==> src/rtl/led_scan_decoder_pkg.sv <==
// led_scan_decoder_pkg: shared glyph table, FSM states and anode helpers for the LED scan decoder.
package led_scan_decoder_pkg;

    typedef enum logic [1:0] {S_IDLE, S_SETTLE, S_WAIT_OFF} state_t;

    localparam logic [3:0] AN_OFF = 4'b1111;
    localparam logic [3:0] AN3_ON = 4'b0111;
    localparam logic [3:0] AN2_ON = 4'b1011;
    localparam logic [3:0] AN1_ON = 4'b1101;
    localparam logic [3:0] AN0_ON = 4'b1110;

    // Active-low {a,b,c,d,e,f,g} glyphs, indexed by hex value.
    localparam logic [6:0] GLYPH [16] = '{
        7'b0000001, 7'b1001111, 7'b0010010, 7'b0000110,
        7'b1001100, 7'b0100100, 7'b0100000, 7'b0001111,
        7'b0000000, 7'b0000100, 7'b0001000, 7'b1100000,
        7'b0110001, 7'b1000010, 7'b0110000, 7'b0111000
    };

    function automatic logic one_hot_low(input logic [3:0] a);
        return a inside {AN3_ON, AN2_ON, AN1_ON, AN0_ON};
    endfunction

    function automatic logic multi_low(input logic [3:0] a);
        return $countones(~a) > 1;
    endfunction

    function automatic logic [1:0] slot_of(input logic [3:0] a);
        return a == AN3_ON ? 2'd3 : a == AN2_ON ? 2'd2 : a == AN1_ON ? 2'd1 : 2'd0;
    endfunction

endpackage

==> src/rtl/led_scan_decoder_seg7_to_hex.sv <==
// seg7_to_hex: combinational decode of an active-low 7-segment pattern into a hex value and legal flag.
module seg7_to_hex
    import led_scan_decoder_pkg::*;
(
    input  logic [6:0] pattern,
    output logic [3:0] value,
    output logic       legal
);

    always_comb begin
        value = 4'h0;
        legal = 1'b0;
        for (int i = 0; i < 16; i++)
            if (pattern == GLYPH[i]) begin
                value = 4'(i);
                legal = 1'b1;
            end
    end

endmodule

==> src/rtl/led_scan_decoder.sv <==
// led_scan_decoder: rebuilds four hex digits from a multiplexed LED bus, one atomic word per scan frame.
// Define LED_SCAN_DP_EN to also capture the active-low decimal point into dps.
module led_scan_decoder
    import led_scan_decoder_pkg::*;
#(
    parameter int SETTLE = 2
) (
    input  logic        clk,
    input  logic        reset,
    input  logic [3:0]  an,
    input  logic [6:0]  seg,
`ifdef LED_SCAN_DP_EN
    input  logic        dp,
    output logic [3:0]  dps,
`endif
    output logic [15:0] digits,
    output logic        frame_valid,
    output logic        seg_err,
    output logic        an_err,
    output logic        order_err
);

    localparam int CW = $clog2(SETTLE + 1);

    logic [3:0]    an_q, pat, pat_n;
    logic [6:0]    seg_q, c_seg;
    logic [CW-1:0] cnt, cnt_n;
    state_t        state, state_n;
    logic          multi, multi_q, load, cap, c_v;
    logic [1:0]    c_slot, idx, sidx;
    logic [11:0]   shadow;
    logic [3:0]    val;
    logic          legal;
`ifdef LED_SCAN_DP_EN
    logic          dp_q, c_dp;
    logic [2:0]    shadow_dp;
`endif

    assign multi = multi_low(an_q);
    assign sidx  = c_slot - 2'd1;

    seg7_to_hex u_dec (
        .pattern(c_seg),
        .value  (val),
        .legal  (legal)
    );

    always_comb begin
        state_n = state;
        cnt_n   = cnt;
        pat_n   = pat;
        load    = 1'b0;
        cap     = 1'b0;
        if (multi) begin
            state_n = S_IDLE;
            cnt_n   = '0;
        end else begin
            case (state)
                S_IDLE: load = one_hot_low(an_q);
                S_SETTLE, S_WAIT_OFF:
                    if (an_q == pat) begin
                        if (state == S_SETTLE) begin
                            cnt_n = cnt == CW'(SETTLE) ? cnt : cnt + 1'b1;
                            cap   = cnt_n == CW'(SETTLE);
                        end
                    end else if (one_hot_low(an_q)) begin
                        load = 1'b1;
                    end else begin
                        state_n = S_IDLE;
                        cnt_n   = '0;
                    end
                default: state_n = S_IDLE;
            endcase
        end
        if (load) begin
            state_n = S_SETTLE;
            cnt_n   = CW'(1);
            pat_n   = an_q;
            cap     = SETTLE == 1;
        end
        if (cap)
            state_n = S_WAIT_OFF;
    end

    always_ff @(posedge clk or negedge reset) begin
        if (!reset) begin
            an_q    <= AN_OFF;
            seg_q   <= 7'h7F;
            state   <= S_IDLE;
            cnt     <= '0;
            pat     <= AN_OFF;
            multi_q <= 1'b0;
            c_v     <= 1'b0;
            c_seg   <= 7'h7F;
            c_slot  <= 2'd0;
`ifdef LED_SCAN_DP_EN
            dp_q    <= 1'b1;
            c_dp    <= 1'b1;
`endif
        end else begin
            an_q    <= an;
            seg_q   <= seg;
            state   <= state_n;
            cnt     <= cnt_n;
            pat     <= pat_n;
            multi_q <= multi;
            c_v     <= cap;
            c_seg   <= cap ? seg_q : c_seg;
            c_slot  <= cap ? slot_of(an_q) : c_slot;
`ifdef LED_SCAN_DP_EN
            dp_q    <= dp;
            c_dp    <= cap ? dp_q : c_dp;
`endif
        end
    end

    // Frame assembly runs one edge behind the capture; an_err pre-empts any capture result.
    always_ff @(posedge clk or negedge reset) begin
        if (!reset) begin
            idx         <= 2'd0;
            shadow      <= '0;
            digits      <= 16'h0000;
            frame_valid <= 1'b0;
            seg_err     <= 1'b0;
            an_err      <= 1'b0;
            order_err   <= 1'b0;
`ifdef LED_SCAN_DP_EN
            shadow_dp   <= '0;
            dps         <= '0;
`endif
        end else begin
            frame_valid <= 1'b0;
            seg_err     <= 1'b0;
            order_err   <= 1'b0;
            an_err      <= multi && !multi_q;
            if (multi) begin
                idx <= 2'd0;
            end else if (c_v) begin
                if (!legal) begin
                    seg_err <= 1'b1;
                    idx     <= 2'd0;
                end else if (c_slot == 2'd3 || (c_slot == ~idx && c_slot != 2'd0)) begin
                    shadow[{sidx, 2'b00} +: 4] <= val;
                    idx <= c_slot == 2'd3 ? 2'd1 : idx + 2'd1;
`ifdef LED_SCAN_DP_EN
                    shadow_dp[sidx] <= c_dp;
`endif
                end else if (c_slot != ~idx) begin
                    order_err <= 1'b1;
                    idx       <= 2'd0;
                end else begin
                    digits      <= {shadow, val};
                    frame_valid <= 1'b1;
                    idx         <= 2'd0;
`ifdef LED_SCAN_DP_EN
                    dps         <= {shadow_dp, c_dp};
`endif
                end
            end
        end
    end

endmodule

==> config.mk <==
export PLATFORM = sky130hd
export DESIGN_NAME = led_scan_decoder
export DESIGN_NICKNAME = d
export VERILOG_FILES = /design/src/rtl/led_scan_decoder_pkg.sv /design/src/rtl/led_scan_decoder_seg7_to_hex.sv /design/src/rtl/led_scan_decoder.sv
export SDC_FILE = /design/constraint.sdc
export NUM_CORES = 1
export LEC_CHECK = 0
export ABC_AREA = 0
export CAP_MARGIN = 40
export CORE_MARGIN = 10
export CORE_UTILIZATION = 38
export CTS_CLUSTER_DIAMETER = 100
export DETAILED_ROUTE_END_ITERATION = 6
export GPL_ROUTABILITY_DRIVEN = 0
export PLACE_DENSITY = 0.63
export SYNTH_ARGS = -nofsm -noshare
export SYNTH_HDL_FRONTEND = slang
export SYNTH_SLANG_ARGS = --single-unit
==> constraint.sdc <==
create_clock -name clk -period 6.92 [get_ports clk]
set_input_delay 1.038 -clock clk [delete_from_list [all_inputs] [get_ports clk]]
set_output_delay 1.038 -clock clk [all_outputs]
set_load 0.05 [all_outputs]
==> results of run 1 <==
## synth_stat cells, types with 3 or more instances
library cell | n | area share [%]
clkbuf_1 | 4 | 0.46
nand2b_1 | 4 | 0.76
mux2_4 | 7 | 3.2
o21ai_0 | 12 | 1.8
buf_2 | 7 | 1.1
a221o_1 | 12 | 3.7
nor4_1 | 5 | 0.95
xnor2_1 | 7 | 1.9
nor2_1 | 12 | 1.4
a21oi_1 | 7 | 1.1
inv_1 | 16 | 1.8
ha_1 | 12 | 4.6
nor2b_1 | 17 | 3.2
nand2_1 | 26 | 3.0
nor3b_1 | 5 | 1.1
mux2_2 | 13 | 4.5
a31oi_1 | 3 | 0.57
a22o_1 | 3 | 0.80
nor3_1 | 4 | 0.61
dfrtp_1 | 42 | 32
dfstp_2 | 22 | 18
## path summary, 6_finish.rpt
check                        start   endpoint  cells after the start
max                        an_q[0]  c_slot[0]                      6
min                        multi_q     an_err                      1
max reg2reg                an_q[0]  c_slot[0]                      6
min reg2reg                multi_q     an_err                      1
max in group asynchronous    reset   state[0]                      2
min in group asynchronous    reset  digits[4]                      2
## worst max-delay path, delay by kind of cell (launching register included)
| family | cells | cell delay [ns] |
|---|---|---|
| fa+ha+maj | 1 | 0.49 |
| mux | 1 | 0.41 |
| simple gates | 2 | 0.81 |
| buf+inv | 1 | 0.09 |
| compound gates | 1 | 0.28 |
| flops | 1 | 0.57 |
## registers in the layout, summed over array words and instances (netlist names), 2 cells and up
register,cells
an_q,4
c_seg,7
idx,2
shadow,12
cnt,2
c_slot,2
seg_q,7
state,2
pat,4
digits,16
## power groups by stage
stage	clock network, mW	registers [mW]	logic, mW
3_3_place_gp	0	0.412	0.0612
2_1_floorplan	0	0.411	0.0372
4_1_cts	0.322	0.406	0.0615
6_report	0.311	0.406	0.0604
5_1_grt	0.335	0.407	0.0702
3_5_place_dp	0	0.412	0.0609
## metal layers
metal / vias up / GRT usage (%) / part of all wire, %
met2: 57 / 15.7 / 45
li1: 1099 / - / -
met3: 15 / 3.54 / 6.0
met5: - / 0 / 0
met1: 1096 / 12.4 / 46
met4: 0 / 5.58 / 2.4
## layout make-up
type	instances	area (sq um)	area share (%)
Clock buffer	14	184	4.77
Clock inverter	2	10.0	0.260
Inverter	17	63.8	1.66
Multi-Input combinational cell	196	1510	39.2
Sequential cell	64	1630	42.3
Tap cell	105	131	3.41
Timing Repair Buffer	33	323	8.38
## metrics by stage
| step | hold WS (ns) | power [mW] | cells |
|---|---|---|---|
| after CTS | 0.423 | 0.789 | 431 |
| after floorplan | 0.378 | 0.449 | 291 |
| final | 0.414 | 0.777 | 431 |
| after global routing | 0.444 | 0.813 | 431 |
| after detailed placement | 0.404 | 0.473 | 415 |
| after global placement | 0.397 | 0.473 | 415 |
## cells by family after synthesis
family | Yosys count
mux | 23
simple gates | 91
buf+inv | 31
xor+xnor | 8
compound gates | 61
flops | 64
fa+ha+maj | 13
==> summary.md, run 1 <==
| Metric | Value |
|---|---|
| Post-CTS sizing | `0` |
| Slew Limit Fails | `0` |
| Critical Path Source Type | `flop` |
| HPWL Detailed | `approximately 4.4 mm` |
| Top FF cell, synth | `dfrtp_1` |
| Worst vdd ir | `0.119 mV` |
| Worst slew margin | `between 40% and 50%` |
| DR vias | `between 2000 and 2500` |
| EDFF count, synth | `0` |
| Placed Area | `3660 sq um` |
| Leak | `1.70 nW` |
| Clock Power Share | `40.0%` |
| Vias in the first global route | `approximately 2300` |
| Register share of total power | `52.2%` |
| Unique masters post-synth | `63` |
| Die width | `113 um` |
| Die ar. | `between 10000 and 15000 sq um` |
| Signal arrival time at the worst endpoint | `3.00 ns` |
| Worst slew pin tran | `0.836 ns` |
| Initial antenna violation count | `0` |
| Clk sinks | `64` |
| Ant diodes | `0` |
| DR vias/cell | `5.26` |
| Routed WL | `6.26 mm` |
| WP data required | `approximately 7 ns` |
| RSZ-0062 raised after global routing | `false` |
| Fin crit share | `39.9%` |
| Clock transition at path regs | `0.07 ns` |
| Sw Ratio | `approximately a quarter` |
| Commonest non-fill, non-tap cell in the layout | `dfrtp_1` |
| Post-synthesis mux area share | `8.65%` |
| CP max FO | `11` |
| Clk root buf | `clkbuf_8` |
| Maximum buffer depth of the clock tree | `2` |
| Switch Pwr | `about 190 uW` |
| Overall routing resource usage | `10.3%` |
| Post-synthesis compound-gate area fraction | `15.0%` |
| Worst stage delay on the critical path | `between 0.6 and 0.7 ns` |
| Pre-CTS setup slack | `4.14 ns` |
| WS Path Type | `flop to flop` |
| Internal Power | `592 uW` |
| # port buffers | `32` |
| Total gr overflow | `0` |
| Starting DRT DRC Count | `133` |
| Post-Synth Simple-Gate Area | `15.0%` |
| Final Setup Violations | `0` |
| Final hold vios | `0` |
| Nets | `around 350` |
| Hold/Removal Path Class | `flop to flop` |
| Comb power frac | `7.8%` |
| Kind of end point of the critical path | `flop` |
| Async set-reset flop share out of synthesis | `100%` |
| Final Util | `46.4%` |
| Final setup skew | `0.00594 ns` |
| Syn Area/Cell | `11.3 sq um` |
| Global-route wire length before repair | `10.9 mm` |
| Sequential area share after synthesis | `49.6%` |
| Worst skew pair latency | `0.35 ns` |
| Routed len/inst | `approximately 15 um` |
| Reg2Reg Setup Slack | `approximately 4.2 ns` |
| Layout cells sized above 1 | `21.5%` |
| Main combinational cell family by area after synthesis | `compound AO/OA/AOI/OAI gates` |
| Fin area | `3850 sq um` |
| Largest net degree at the start of global routing | `65` |
| Synthesized net count | `317` |
| Final setup margin | `~4.2 ns` |
| Area Growth Syn to Fin | `17.3%` |
| Core area | `8300 sq um` |
| Post-CTS setup repair buffer count | `0` |
| Post-synthesis adder-cell area fraction | `5.18%` |
| Pwr Density | `roughly 200 nW/um^2` |
| CP Cell Sequence | `inv_1 > fa_1 > a21oi_2 > nand2_1 > nor2_1 > mux2_2` |
| Most frequent cells in the layout | `dfrtp_1 (42), clkdlybuf4s50_1 (31), nand2_1 (26)` |
| Tmin final | `between 2 and 3 ns` |
| Synthesized cell area | `3280 sq um` |
| Register bit total from synthesis | `between 60 and 70` |
| Area share of xor/xnor cells in the synthesized design | `2.13%` |
| Synth Instances | `around 290` |
| CTS Hold Bufs | `0` |
| Fmax | `362 MHz` |
| Num CTS Buffers | `9` |
| Worst-path cell with the longest stage delay | `nor2_1` |
| Ports | `33` |
| Initial core utilization | `39.6%` |
| Pre-Repair DR Iteration Count | `4` |
| CTS tree | `built` |
| Drt drc | `0` |
| H-tree depth | `3` |
| Status | `finished, final reports clean` |
| Fillers | `753` |
| Row count | `33` |
| Synth warn | `0` |
| Final antenna-violating net count | `0` |
| Max-Cap Viols | `0` |
| Setup tns final | `0 ns` |
| Height of the chip | `113 um` |
Power figures use the tool's default switching activity.
==> run 2, diff against run 1 <==
PLACE_DENSITY = 0.65   (was 0.63)
clock period = 2.35 ns   (was 6.92 ns; I/O delays follow)
==> summary.md, run 2 (synthesized netlist as in run 1, its figures left out) <==
| Metric | Value |
|---|---|
| Hold/Removal Path Class | `flop to flop` |
| Die width | `113 um (unchanged)` |
| Post-Layout Cell Count | `463 (+7.4%)` |
| Total power | `2.35 mW (+200%)` |
| Pre-Repair DR Iteration Count | `4 (unchanged)` |
| Worst vdd ir | `0.248 mV (+110%)` |
| Critical Path Source Type | `flop` |
| Core area | `8300 sq um (unchanged)` |
| Pwr Density | `560 nW/um^2 (+180%)` |
| Leak | `1.88 nW (+11%)` |
| CP max FO | `13 (+2)` |
| Area Growth Syn to Fin | `27.8%` |
| Commonest non-fill, non-tap cell in the layout | `dfrtp_1` |
| Height of the chip | `113 um (unchanged)` |
| # port buffers | `32 (unchanged)` |
| Routed WL | `6.69 mm (+6.8%)` |
| Clk root buf | `clkbuf_8` |
| Global-route wire length before repair | `11.1 mm (+2.1%)` |
| Total gr overflow | `0 (unchanged)` |
| HPWL Detailed | `4.79 mm (+9.4%)` |
| Worst slew margin | `64.4% (+20 points)` |
| DR vias | `2385 (+5.2%)` |
| Tmin final | `2.32 ns (-0.440 ns)` |
| Die ar. | `12800 sq um (unchanged)` |
| Largest net degree at the start of global routing | `42 (-35%)` |
| Worst skew pair latency | `0.34 ns (about the same)` |
| Final hold vios | `0 (unchanged)` |
| CTS tree | `built` |
| Dpl cells | `443 (+6.7%)` |
| H-tree depth | `3 (unchanged)` |
| Ports | `33 (unchanged)` |
| Vias in the first global route | `2308 (+2.2%)` |
| Most frequent cells in the layout | `dfrtp_1 (42), clkdlybuf4s50_1 (31), buf_4 (28)` |
| Final setup skew | `0.00939 ns (+0.00345 ns)` |
| Final setup margin | `0.0276 ns (-4.13 ns)` |
| Final Util | `50.6% (+4.1 points)` |
| Biggest register | `digits` |
| WS Path Type | `flop to flop` |
| Maximum buffer depth of the clock tree | `2 (unchanged)` |
| Layout cells sized above 1 | `31.0% (+9.5 points)` |
| Clock transition at path regs | `0.07 ns (about the same)` |
| Max-Cap Viols | `0 (unchanged)` |
| Starting DRT DRC Count | `132 (-0.75%)` |
| Row count | `33 (unchanged)` |
| Drt drc | `0 (unchanged)` |
| Regs by FF count | `digits x16, shadow x12` |
| Worst slew pin tran | `0.534 ns (-0.302 ns)` |
| Nets | `379 (+9.2%)` |
| Ant diodes | `0 (unchanged)` |
| RSZ-0062 raised after global routing | `true` |
| Final antenna-violating net count | `0 (unchanged)` |
| Fillers | `738 (-2.0%)` |
| Hold_ws | `0.395 ns (-0.0188 ns)` |
| Max reg flops | `16 (unchanged)` |
| Signal arrival time at the worst endpoint | `2.54 ns (-0.46 ns)` |
| Pre-CTS setup slack | `-0.0632 ns (-4.21 ns)` |
| Routed len/inst | `14.4 um (-0.61%)` |
| Status | `finished, final reports clean` |
| Fin crit share | `98.8% (+59 points)` |
| Met3 WL | `429 um (+13%)` |
| Final Setup Violations | `0 (unchanged)` |
| Met2 WL | `3.13 mm (+10%)` |
| Initial antenna violation count | `0 (unchanged)` |
| Slew Limit Fails | `0 (unchanged)` |
| Initial core utilization | `39.6% (unchanged)` |
| Overall routing resource usage | `10.5% (+0.18 points)` |
| Kind of end point of the critical path | `flop` |
| DR vias/cell | `5.15 (-2.1%)` |
| Clk sinks | `64 (unchanged)` |
| Num CTS Buffers | `9 (unchanged)` |
| Fmax | `431 MHz (+19%)` |
| DRT met1 WL | `3.02 mm (+4.5%)` |
| WP data required | `2.56 ns (-4.60 ns)` |
| Top sig layer | `met4` |
-- run 2: worst max-delay path, stage by stage, from the launching register on --
cell	delay, ns
dfstp_2	0.62
buf_4	0.16
nor3b_1	0.17
o21ai_0	0.14
a21oi_2	0.20
o32a_4	0.24
buf_4	0.15
o21bai_4	0.12
a221o_1	0.39
-- run 2: final timing paths --
path                       slack, ns        end  depth (start not counted)  startpoint
setup / recovery                0.03  shadow[8]                          8    c_seg[5]
hold / removal                  0.39     an_err                          1     multi_q
setup reg to reg                0.03  shadow[8]                          8    c_seg[5]
hold reg to reg                 0.39     an_err                          1     multi_q
max in group asynchronous       1.17   seg_q[1]                          3       reset
min in group asynchronous       0.52  digits[4]                          2       reset
-- run 2: what timing repair did --
action,4_1_cts,5_1_grt
hold endpoints to repair,2,0
pin swaps,1,7
hold buffers,1,0
setup buffers,0,2
setup endpoints to repair,13,36
cloned,1,0
gates resized for setup,2,12
-- run 2: cell type report --
type | instances | area (sq um) | area share, %
Timing Repair Buffer | 64 | 587 | 14.0
Tap cell | 105 | 131 | 3.13
Clock buffer | 15 | 198 | 4.71
Multi-Input combinational cell | 197 | 1580 | 37.7
Inverter | 17 | 63.8 | 1.52
Sequential cell | 64 | 1630 | 38.8
Clock inverter | 1 | 6.26 | 0.149
-- run 2: stage by stage --
stage | TNS, ns | cell area [sq um]
after floorplan | -0.0795 | 3300
after global placement | -0.000202 | 3900
after detailed placement | -0.470 | 3900
after CTS | -0.0129 | 4140
after global routing | -0.711 | 4200
final | 0 | 4200
-- run 2: power by group --
group	total, mW	internal, mW	leakage, nW	switching (mW)
clock network	0.948	0.536	0.105	0.412
registers	1.19	1.17	0.812	0.0245
logic	0.213	0.0975	0.966	0.116
total	2.35	1.80	1.88	0.552
-- run 2: per-layer routing --
layer | GRT usage, % | up-vias
li1 | - | 1167
met1 | 12.7 | 1136
met2 | 16.6 | 70
met3 | 3.80 | 12
met4 | 3.98 | 0
met5 | 0 | -
==> run 3, diff against run 2 <==
SETUP_SLACK_MARGIN = 0.1   (was default)
==> summary.md, run 3 (synthesized netlist as in run 1, its figures left out) <==
| Metric | Value |
|---|---|
| Placed Area | `3870 sq um (-0.71%)` |
| Area Growth Syn to Fin | `32.6%` |
| Final Setup Violations | `0 (unchanged)` |
| Post-Layout Cell Count | `472 (+1.9%)` |
| Nets | `388 (+2.4%)` |
| CP max FO | `8 (-5)` |
| Comb power frac | `9.2% (about the same)` |
| Hold_ws | `0.00411 ns (-0.391 ns)` |
| Num CTS Buffers | `9 (unchanged)` |
| Worst-path cell with the longest stage delay | `dfstp_2` |
| Ports | `33 (unchanged)` |
| Routed WL | `7.01 mm (+4.9%)` |
| Storage element area | `1630 sq um (unchanged)` |
| Multi-input combinational cell area | `1660 sq um (+4.8%)` |
| Overall routing resource usage | `10.6% (+0.12 points)` |
| Worst slew margin | `58.5% (-5.9 points)` |
| H-tree depth | `3 (unchanged)` |
| Fillers | `740 (+0.27%)` |
| Global-route wire length before repair | `11.3 mm (+1.6%)` |
| Signal arrival time at the worst endpoint | `2.53 ns (about the same)` |
| Die width | `113 um (unchanged)` |
| Row count | `33 (unchanged)` |
| Worst vdd ir | `0.304 mV (+22%)` |
| Slew Limit Fails | `0 (unchanged)` |
| Routed len/inst | `14.9 um (+2.9%)` |
| Final hold vios | `0 (unchanged)` |
| Vias in the first global route | `2332 (+1.0%)` |
| Dpl cells | `441 (-0.45%)` |
| Largest net degree at the start of global routing | `65 (+55%)` |
| Fin area | `4360 sq um (+3.8%)` |
| Commonest non-fill, non-tap cell in the layout | `dfrtp_1` |
| Ant diodes | `0 (unchanged)` |
| Pwr Density | `566 nW/um^2 (+1.0%)` |
| Biggest register | `digits` |
| Clock transition at path regs | `0.07 ns (about the same)` |
| RSZ-0062 raised after global routing | `true` |
| Maximum buffer depth of the clock tree | `2 (unchanged)` |
| Core area | `8300 sq um (unchanged)` |
| Tmin final | `2.31 ns (-0.0145 ns)` |
| Height of the chip | `113 um (unchanged)` |
| CP Cell Sequence | `inv_2 > fa_1 > a21oi_4 > nand3b_1 > nor2_4 > o21ai_4 > mux2_4` |
| DR vias | `2421 (+1.5%)` |
| WS Path Type | `flop to flop` |
| Die ar. | `12800 sq um (unchanged)` |
| Pre-Repair DR Iteration Count | `5 (+1)` |
| Final setup skew | `0.00614 ns (-0.00326 ns)` |
| Max reg flops | `16 (unchanged)` |
| Critical Path Source Type | `flop` |
| Worst skew pair latency | `0.34 ns (about the same)` |
| Clock Power Share | `42.6% (+2.3 points)` |
| Regs by FF count | `digits x16, shadow x12` |
| WP data required | `2.58 ns (+0.02 ns)` |
| Clk root buf | `clkbuf_8` |
| Worst stage delay on the critical path | `0.55 ns (-0.07 ns)` |
| Sw Ratio | `24.1% (+0.61 points)` |
| Total gr overflow | `0 (unchanged)` |
| Switch Pwr | `594 uW (+7.6%)` |
| Final antenna-violating net count | `0 (unchanged)` |
| Fmax | `433 MHz (+0.63%)` |
| Starting DRT DRC Count | `145 (+9.8%)` |
| Register share of total power | `48.2% (-2.4 points)` |
| Hold/Removal Path Class | `input port to async pin` |
| Layout cells sized above 1 | `34.9% (+3.9 points)` |
| Fin crit share | `98.2% (-0.62 points)` |
| HPWL Detailed | `4.60 mm (-3.9%)` |
| DR vias/cell | `5.13 (-0.43%)` |
| CTS tree | `built` |
| Initial core utilization | `39.6% (unchanged)` |
| Drt drc | `0 (unchanged)` |
| Kind of end point of the critical path | `flop` |
| Initial antenna violation count | `0 (unchanged)` |
| Worst slew pin tran | `0.615 ns (+0.0816 ns)` |
| # port buffers | `32 (unchanged)` |
| Status | `finished, final reports clean` |
| Clk sinks | `64 (unchanged)` |
| Max-Cap Viols | `0 (unchanged)` |
| Most frequent cells in the layout | `dfrtp_1 (42), clkdlybuf4s50_1 (31), buf_4 (31)` |
| Internal Power | `1.87 mW (+4.0%)` |
| Leak | `1.95 nW (+3.8%)` |
run 3: cell types whose count changed in the layout (fill, tap and decap cells not counted), moves of 3 or more:
cell      change
buf_4         +3
buf_6         +4
clkbuf_2      +3
clkbuf_8      -3
mux2_2        -8
mux2_4        +8
run 3: cell type report:
| cell class | instances | area share (%) |
|---|---|---|
| multi-input combinational | 197 | 38.1 |
| clock buffer | 10 | 2.93 |
| timing repair buffer | 73 | 15.0 |
| sequential | 64 | 37.4 |
| clock inverter | 6 | 2.13 |
| inverter | 17 | 1.46 |
| tap | 105 | 3.02 |
run 3: final timing paths:
path                       slack [ns]  cells past startpoint   endpoint     from
setup reg to reg                 0.04                      7  digits[2]  an_q[3]
hold / removal                  0.004                      2  digits[9]    reset
hold reg to reg                  0.40                      1     an_err  multi_q
max in group asynchronous        2.02                      2   c_seg[0]    reset
min in group clk                 0.40                      1     an_err  multi_q
setup / recovery                 0.04                      7  digits[2]  an_q[3]
run 3: power by group through the flow:
stage | registers, mW | clock network (mW) | logic [mW]
after floorplan | 1.21 | 0 | 0.111
after global placement | 1.21 | 0 | 0.197
after detailed placement | 1.21 | 0 | 0.201
after CTS | 1.19 | 1.07 | 0.204
after global routing | 1.19 | 1.13 | 0.254
final | 1.19 | 1.05 | 0.226
run 3: critical path, delay by kind of cell, from the launching register on:
family	cells	cell delay, ns
adder cells (fa/ha/maj)	1	0.52
AO/OA/AOI/OAI	2	0.37
AND/OR/NAND/NOR	2	0.37
buffers and inverters	1	0.05
flip-flops	1	0.55
multiplexers	1	0.33
run 3: per-layer routing:
| layer | vias to the layer above | track usage, % | wire length, um |
|---|---|---|---|
| li1 | 1176 | - | - |
| met1 | 1163 | 13.9 | 3170 |
| met5 | - | 0 | 0 |
| met2 | 73 | 15.4 | 3260 |
| met3 | 9 | 4.07 | 510 |
| met4 | 0 | 3.98 | 78 |
run 3: through the flow:
stage / util [%] / TNS [ns] / power, mW / setup WS [ns]
final: 52.5 / 0 / 2.47 / 0.0422
after global routing: 52.5 / -0.820 / 2.57 / -0.0767
after CTS: 50.6 / -0.00219 / 2.47 / -0.00219
after detailed placement: 46.6 / -0.288 / 1.41 / -0.0600
after global placement: 46.6 / 0 / 1.40 / 0.0196
after floorplan: - / -0.0792 / 1.32 / -0.0113
run 3: timing repair:
item / in CTS / in global routing
cloned: 1 / 0
setup endpoints to repair: 33 / 46
hold buffers: 0 / 0
gates resized for setup: 8 / 32
setup buffers: 8 / 6
pin swaps: 12 / 10
